$ cat src/rtl/int_ctrl_pkg.sv
`default_nettype none
// ============================================================================
// Module      : int_ctrl_pkg
// Description : Shared state encoding and default geometry for int_ctrl.
// Revision    : 1.0 - initial release
// ============================================================================
package int_ctrl_pkg;

    localparam int c_pc_w       = 10;
    localparam int c_vec_base   = 'h3E0;
    localparam int c_vec_stride = 4;

    typedef enum logic [0:0] {
        ST_IDLE = 1'b0,
        ST_ISR  = 1'b1
    } state_t;

endpackage
`default_nettype wire

$ cat src/rtl/int_ctrl_sync_edge.sv
`default_nettype none
// ============================================================================
// Module      : sync_edge
// Description : Two-flop synchroniser for one request line plus rise detect.
// Revision    : 1.0 - initial release
// ============================================================================
module sync_edge (
    input  logic clk,
    input  logic reset,
    input  logic d,
    output logic rise
);

    logic r_s1;
    logic r_s2;
    logic r_prev;

    always_ff @(posedge clk or posedge reset) begin
        if (reset) begin
            r_s1   <= 1'b0;
            r_s2   <= 1'b0;
            r_prev <= 1'b0;
        end else begin
            r_s1   <= d;
            r_s2   <= r_s1;
            r_prev <= r_s2;
        end
    end

    // One-cycle pulse on the first synchronised high sample.
    assign rise = r_s2 & ~r_prev;

endmodule
`default_nettype wire

$ cat src/rtl/int_ctrl.sv
`default_nettype none
// ============================================================================
// Module      : int_ctrl
// Description : Non-nesting vectored interrupt controller driving PC mux/stack.
// Revision    : 1.0 - initial release
// ============================================================================
module int_ctrl
    import int_ctrl_pkg::*;
#(
    parameter int              NIRQ       = 4,
    parameter int              PC_W       = c_pc_w,
    parameter logic [PC_W-1:0] VEC_BASE   = PC_W'(c_vec_base),
    parameter int              VEC_STRIDE = c_vec_stride
) (
    input  logic            clk,
    input  logic            reset,
    input  logic [NIRQ-1:0] irq_in,
    input  logic            mask_we,
    input  logic [NIRQ-1:0] mask_d,
    input  logic            ei,
    input  logic            di,
    input  logic            reti,
    input  logic            instr_boundary,
    input  logic [PC_W-1:0] pc_next,
    output logic            take_int,
    output logic [PC_W-1:0] vector,
    output logic            push,
    output logic [PC_W-1:0] push_data,
    output logic            pop,
    output logic [NIRQ-1:0] pending,
    output logic [NIRQ-1:0] in_service,
    output logic            gie
);

    localparam int c_idx_w = (NIRQ > 1) ? $clog2(NIRQ) : 1;

    state_t            r_state;
    state_t            w_state_nxt;
    logic [NIRQ-1:0]   r_mask;
    logic [NIRQ-1:0]   r_pending;
    logic [NIRQ-1:0]   r_in_service;
    logic              r_gie;
    logic [NIRQ-1:0]   w_rise;
    logic [NIRQ-1:0]   w_eligible;
    logic [NIRQ-1:0]   w_win_onehot;
    logic [NIRQ-1:0]   w_clr;
    logic [c_idx_w-1:0] w_win_idx;
    logic [PC_W-1:0]   w_vec;
    logic              w_take;
    logic              w_pop;

    for (genvar gi = 0; gi < NIRQ; gi++) begin : g_sync
        sync_edge u_sync (
            .clk   (clk),
            .reset (reset),
            .d     (irq_in[gi]),
            .rise  (w_rise[gi])
        );
    end

    assign w_eligible = r_pending & r_mask;

    // Scan downwards so the lowest set index is the last write and wins.
    always_comb begin
        w_win_idx    = '0;
        w_win_onehot = '0;
        for (int i = NIRQ - 1; i >= 0; i--) begin
            if (w_eligible[i]) begin
                w_win_idx       = c_idx_w'(i);
                w_win_onehot    = '0;
                w_win_onehot[i] = 1'b1;
            end
        end
    end

    assign w_vec = VEC_BASE + (PC_W'(w_win_idx) * PC_W'(VEC_STRIDE));

    always_comb begin
        w_state_nxt = r_state;
        w_take      = 1'b0;
        w_pop       = 1'b0;
        case (r_state)
            ST_IDLE: begin
                if (r_gie && (|w_eligible) && instr_boundary && !di) begin
                    w_take      = 1'b1;
                    w_state_nxt = ST_ISR;
                end
            end
            ST_ISR: begin
                if (reti) begin
                    w_pop       = 1'b1;
                    w_state_nxt = ST_IDLE;
                end
            end
            default: begin
                w_state_nxt = ST_IDLE;
            end
        endcase
    end

    assign w_clr = w_take ? w_win_onehot : '0;

    always_ff @(posedge clk or posedge reset) begin
        if (reset) begin
            r_state      <= ST_IDLE;
            r_mask       <= '0;
            r_pending    <= '0;
            r_in_service <= '0;
            r_gie        <= 1'b0;
        end else begin
            r_state <= w_state_nxt;
            if (mask_we) begin
                r_mask <= mask_d;
            end
            // A new edge on the line being cleared keeps it pending.
            r_pending <= (r_pending & ~w_clr) | w_rise;
            if (w_take) begin
                r_in_service <= w_win_onehot;
            end else if (w_pop) begin
                r_in_service <= '0;
            end
            if (w_take) begin
                r_gie <= 1'b0;
            end else if (w_pop) begin
                r_gie <= 1'b1;
            end else if (di) begin
                r_gie <= 1'b0;
            end else if (ei) begin
                r_gie <= 1'b1;
            end
        end
    end

    assign take_int   = w_take;
    assign push       = w_take;
    assign vector     = w_take ? w_vec : '0;
    assign push_data  = w_take ? pc_next : '0;
    assign pop        = w_pop;
    assign pending    = r_pending;
    assign in_service = r_in_service;
    assign gie        = r_gie;

endmodule
`default_nettype wire

$ cat config.mk
export PLATFORM = sky130hd
export DESIGN_NAME = int_ctrl
export DESIGN_NICKNAME = d
export VERILOG_FILES = /design/src/rtl/int_ctrl_pkg.sv /design/src/rtl/int_ctrl_sync_edge.sv /design/src/rtl/int_ctrl.sv
export SDC_FILE = /design/constraint.sdc
export NUM_CORES = 1
export LEC_CHECK = 0
export BUFFER_PORTS_ARGS = -buffer_cell sky130_fd_sc_hd__buf_2
export CORE_MARGIN = 8
export CORE_UTILIZATION = 35
export CTS_CLUSTER_DIAMETER = 50
export CTS_CLUSTER_SIZE = 25
export DETAILED_ROUTE_END_ITERATION = 6
export PLACE_DENSITY = 0.66
export SKIP_CTS_REPAIR_TIMING = 1
export SYNTH_ARGS = -nofsm -noshare
export SYNTH_HDL_FRONTEND = slang
export SYNTH_HIERARCHICAL = 1
export SYNTH_SLANG_ARGS = --single-unit
export TNS_END_PERCENT = 20
$ cat constraint.sdc
create_clock -name clk -period 1.2 [get_ports clk]
set_input_delay 0 -clock clk [delete_from_list [all_inputs] [get_ports clk]]
set_output_delay 0 -clock clk [all_outputs]
set_load 0.02 [all_outputs]
After elaboration in Yosys (flattened, before gate mapping)
Index checks and enable logic that the tools add are counted.
{"block": "totals", "ramBits": 0, "out_inout_bits": 32, "mem_count": 0, "latch_bits": 0, "inputBits": 25, "wordCells": 61, "mem_bits_ro": 0, "register_bits": 26}
{"block": "classes", "eq_ne": 0, "bitwise_logic": 13, "magnitude_cmp": 0, "reduce_logical": 7, "div": 0, "addsub": 1, "n_mux": 23, "mul": 0, "n_shift": 0}
{"operator": "$mux W4", "count": 7}
{"operator": "$mux W10", "count": 2}
{"operator": "$mux W1", "count": 9}
{"operator": "$and A4 B4 Y4", "count": 2}
{"operator": "$mux W2", "count": 4}
{"operator": "$add A6 B5 Y7 const A", "count": 1}
{"operator": "$not A1 Y1", "count": 5}
{"operator": "$and A1 B1 Y1", "count": 4}
{"operator": "$not A4 Y4", "count": 1}
{"operator": "$or A4 B4 Y4", "count": 1}
{"operator": "$reduce_bool A4 Y1", "count": 1}
{"operator": "$reduce_or A4 Y1", "count": 1}
{"operator": "$logic_and A1 B1 Y1", "count": 3}
{"operator": "$pmux W1 S2", "count": 1}
{"operator": "$reduce_bool A2 Y1", "count": 1}
{"operator": "$logic_not A1 Y1", "count": 1}

Longest topological paths before layout
{"block": "logic_depth", "ltp_word": 11, "ltp_mapped": 5, "depth_no_buf": 3}

By module
Netlist, hierarchy kept.
{"mod": "int_ctrl", "area_per_inst_um2": 773.2, "seq_area_each_um2": 350.3, "cells_per_inst": 78, "instances": 1}
{"mod": "sync_edge", "area_per_inst_um2": 92.6, "seq_area_each_um2": 75.1, "cells_per_inst": 5, "instances": 4}

Worst setup path after synthesis
Ideal clock, no wire load.
{"block": "synth_path", "path_kind": "register to output", "start": "reg r_gie (netlist: gie)", "end": "out push_data[5]", "stages_incl_launch_ff": 6, "arrival_time_ns": 1.427, "required_ns": 1.200, "slack_ns": -0.227, "path_buffers": 2, "path_cell_list": "dfrtp_1 -> and4bb_1 -> buf_4 -> a21boi_4 -> buf_6 -> and2_1"}
{"block": "synth_via", "elab_chain_len": 6}
{"item": "start, declared", "line_no": "int_ctrl.sv:42", "text": "logic r_gie;"}
{"item": "start signal, assigned", "line_no": "int_ctrl.sv:109", "text": "r_gie <= 1'b0;"}
{"item": "start signal, assigned", "line_no": "int_ctrl.sv:123", "text": "r_gie <= 1'b0;"}
{"item": "start signal, assigned", "line_no": "int_ctrl.sv:125", "text": "r_gie <= 1'b1;"}
{"item": "$logic_and A1 B1 Y1 (3 in a row)", "line_no": "int_ctrl.sv:84", "text": "if (r_gie && (|w_eligible) && instr_boundary && !di) begin"}
{"item": "$mux W1", "line_no": "int_ctrl.sv:84"}
{"item": "$mux W1", "line_no": "int_ctrl.sv:82", "text": "case (r_state)"}
{"item": "via push", "line_no": "int_ctrl.sv:27", "text": "output logic push,"}
{"item": "$mux W10", "line_no": "int_ctrl.sv:137", "text": "assign push_data = w_take ? pc_next : '0;"}
{"item": "end, declared", "line_no": "int_ctrl.sv:28", "text": "output logic [PC_W-1:0] push_data,"}
The timed path passes the listed nets, and every way through them passes these cells.

Final worst setup path
{"block": "layout_path", "start": "reg r_state", "end": "out vector[6]"}
{"block": "layout_via", "elab_chain_len": 2}
{"item": "start, declared", "line_no": "int_ctrl.sv:37", "text": "state_t r_state;"}
{"item": "start signal, assigned", "line_no": "int_ctrl.sv:111", "text": "r_state <= w_state_nxt;"}
{"item": "$mux W1", "line_no": "int_ctrl.sv:82"}
{"item": "$mux W10", "line_no": "int_ctrl.sv:136", "text": "assign vector = w_take ? w_vec : '0;"}
{"item": "end, declared", "line_no": "int_ctrl.sv:26", "text": "output logic [PC_W-1:0] vector,"}
No other way between the ends.

==> results.cfg <==
[timing]
timing.final.crit_period_ns = 1.61
rsz_0062_raised_after_global_routing = yes
final_skew_ns = 0.00129
hold_violations = 0
finalSetupViolCount = 29
setup_total_negative_slack_ns = -8.75
slew_viol_final = 0
postLayoutSetupSlackWorst_ns = -0.410
slew_headroom = 0.650
period_share = 1.34
achievable-frequency_mhz = 621
tightest_slew_ns = 0.524

[floorplan]
initial_core_util = 0.372
ioPinCount = 57
die_width_um = 73.2
row_count = 20
die_height_um = 73.2
floorplan.die_area_sq_um = 5350
core_area_sq_um = 3080

[clock_network]
cts_sinks = 26
tritoncts = yes
cts_root_buffer = sky130_fd_sc_hd__clkbuf_4
cts_buffers = 3
worstSkewPairLatency_ns = 0.30
cts_max_path_buffers = 2
htree_num_levels = 1
cts.reportedPaths.clkPinSlew_ns = 0.13

[min_path]
endpoint_of_the_worst_hold_path = r_mask[1]
hold_path_class = input pin to register
worst_hold_startpoint = mask_we
worst_hold_path.num_cells = 2

[power]
switching_share = 0.291
comb_power_share = 0.284
pwr-share-clk = 0.190
total_leakage_power_uw = 0.000934
p_switching_uw = 552
vdd_ir_drop_max_uv = 597
intPower_uw = 1350
seq_power_share = 0.526
power_density_nw_per_um2 = 1080

[global_routing]
grt_pass1_wl_um = 4170
number_of_antenna_violations_at_the_first_check_in_global_routing = 0
vias_in_the_first_global_route = 964
grt.total_usage = 0.0969
grt-ovfl-total = 0
grt_start_max_net_pins = 15

[drt]
drt_first_pass_iters = 4
vias_per_cell = 4.39
first_iter_violations = 29
final_antenna_net_count = 0
remaining_drc_errors = 0
wl_um = 2960
detailroute.via_count = 983
routed_wire_length_per_instance_um = 13.2

[finish]
areaGrowthSynthToFinish_pct = 54.3
finalInstanceArea_sq_um = 1760
final_nets = 206
fin_util = 0.573
drive_above_1_share = 0.522
insertedDiodeCount = 0

[setup_path]
critPathRequiredTime_ns = 1.20
worst_r2r_endpoint = in_service[2]
critPathKind = register to output port
reg2reg_from = r_state
crit_path_max_fanout = 8
timing.reg2reg.setup_slack_ns = -0.29
crit_path_start_kind = register
worstSetupEndpointType = output port
reg2reg_depth = 6
cp.arrival_ns = 1.61

[yosys]
netlist-cell-type-count = 23
syn-mean-instance-area_sq_um = 11.7
ys_ff_latch = 26
synth.yosys.seq_area_share = 0.569
post_synth_inst_count = 98
synth_area_sq_um = 1140
synthesis.yosys.warnings = 6

[place]
io_buffers = 53
placer_congestion_estimate = 0.795
place_area_sq_um = 1500
dp_hpwl_um = 2270

[run_status]
status = finished, violations left
violated_checks = setup timing

[run]
cap_viol_max_count = 0
[power by group through the flow]
| stage | clock, uW | sequential [uW] | combinational [uW] |
|---|---|---|---|
| floorplan | 0 | 1070 | 216 |
| global placement | 0 | 1010 | 450 |
| detailed placement | 0 | 1020 | 456 |
| CTS | 385 | 1000 | 458 |
| global route | 423 | 1010 | 588 |
| finish | 360 | 999 | 540 |
[metal layers]
metal,track usage,share of wire,vias to the layer above
met4,0.0267,0.0044,0
met1,0.105,0.40,453
li1,-,-,474
met3,0.0481,0.15,2
met5,0,0,-
met2,0.163,0.45,54
[cells in the mapped netlist (all sizes together)]
| library cell | instances | area, sq um |
|---|---|---|
| dfrtp | 26 | 651 |
| buf | 11 | 86.3 |
| nand2 | 11 | 41.3 |
| and2 | 10 | 62.6 |
| inv | 8 | 30.0 |
| a21o | 4 | 30.0 |
| mux2 | 4 | 45.0 |
| nand3 | 4 | 20.0 |
| nor2b | 4 | 55.1 |
| o22ai | 3 | 18.8 |
| a21boi | 2 | 26.3 |
| a21oi | 2 | 10.0 |
| a22oi | 2 | 20.0 |
| a41oi | 1 | 8.76 |
| and4bb | 1 | 12.5 |
| conb | 1 | 3.75 |
| nor2 | 1 | 3.75 |
| o21ai | 1 | 5.00 |
| o21bai | 1 | 7.51 |
| or2 | 1 | 6.26 |
[cells in the final DEF, fill, tap and decap left out]
cell type,synthesis,layout
sky130_fd_sc_hd__a21boi_0,1,1
sky130_fd_sc_hd__or2_2,1,1
sky130_fd_sc_hd__dfrtp_1,26,25
sky130_fd_sc_hd__buf_2,0,36
sky130_fd_sc_hd__a22oi_1,1,1
sky130_fd_sc_hd__clkbuf_1,0,1
sky130_fd_sc_hd__clkbuf_4,0,3
sky130_fd_sc_hd__and4bb_1,1,1
sky130_fd_sc_hd__a21oi_1,2,2
sky130_fd_sc_hd__a21o_1,4,4
sky130_fd_sc_hd__a21boi_4,1,2
sky130_fd_sc_hd__dlygate4sd3_1,0,12
sky130_fd_sc_hd__dfrtp_2,0,1
sky130_fd_sc_hd__mux2_2,4,4
sky130_fd_sc_hd__a22oi_2,1,1
sky130_fd_sc_hd__and2_1,10,6
sky130_fd_sc_hd__inv_1,8,8
sky130_fd_sc_hd__nand3_1,4,4
sky130_fd_sc_hd__o21ai_1,1,1
sky130_fd_sc_hd__buf_4,10,36
sky130_fd_sc_hd__o22ai_1,3,3
sky130_fd_sc_hd__o21bai_1,1,1
sky130_fd_sc_hd__nor2b_4,4,4
sky130_fd_sc_hd__conb_1,1,3
sky130_fd_sc_hd__a41oi_1,1,1
sky130_fd_sc_hd__buf_6,1,2
sky130_fd_sc_hd__and2_2,0,4
sky130_fd_sc_hd__nor2_1,1,1
sky130_fd_sc_hd__nand2_1,11,11
[cells by family (layout without fill, tap and decap cells)]
group / Yosys count / after routing / share of synthesized area
AOI/OAI and AO/OA: 16 / 17 / 0.111
and+or+nand+nor: 32 / 32 / 0.176
muxes: 4 / 4 / 0.0394
DFF: 26 / 26 / 0.569
buffers and inverters: 19 / 98 / 0.102
other: 1 / 3 / 0.00328
[layout make-up]
type / instances / area [sq um]
fillers: 266 / 1310
repair buffers: 86 / 593
clock buffers: 4 / 26.3
multi-input cells: 56 / 408
flip-flops and latches: 26 / 652
well taps: 44 / 55.1
inverters: 8 / 30.0
[stage by stage]
| step | setup WS, ns | cells | hold slack, ns | total power [uW] |
|---|---|---|---|---|
| 5_1_grt | -0.508 | 224 | 0.0139 | 2020 |
| 3_5_place_dp | -0.198 | 200 | -0.0890 | 1470 |
| 3_3_place_gp | -0.113 | 200 | -0.0910 | 1460 |
| 4_1_cts | -0.558 | 204 | -0.442 | 1840 |
| 6_report | -0.410 | 224 | 0.0169 | 1900 |
| 2_1_floorplan | -0.158 | 100 | -0.246 | 1290 |
[worst max-delay path by stage]
stage / startpoint / end / slack (ns) / depth (start not counted)
3_5_place_dp: r_state / gie / -0.20 / 4
4_1_cts: r_state / vector[7] / -0.56 / 4
2_1_floorplan: gie / r_state / -0.16 / 5
3_3_place_gp: r_state / gie / -0.11 / 4
6_report: r_state / vector[6] / -0.41 / 4
5_1_grt: r_state / vector[6] / -0.51 / 4
[registers in the layout, summed over array words and instances, names as in the netlist]
signal                cells
g_sync.u_sync/r_prev      4
g_sync.u_sync/r_s1        4
g_sync.u_sync/r_s2        4
in_service                4
pending                   4
r_mask                    4
gie                       1
r_state                   1
[worst max-delay path: stages, from the launching register on]
cell and delay (ns):
sky130_fd_sc_hd__dfrtp_1 0.41, sky130_fd_sc_hd__and4bb_1 0.32, sky130_fd_sc_hd__a21boi_4 0.26, sky130_fd_sc_hd__buf_6 0.15, sky130_fd_sc_hd__buf_2 0.16
(Power assumes the default switching activity.)
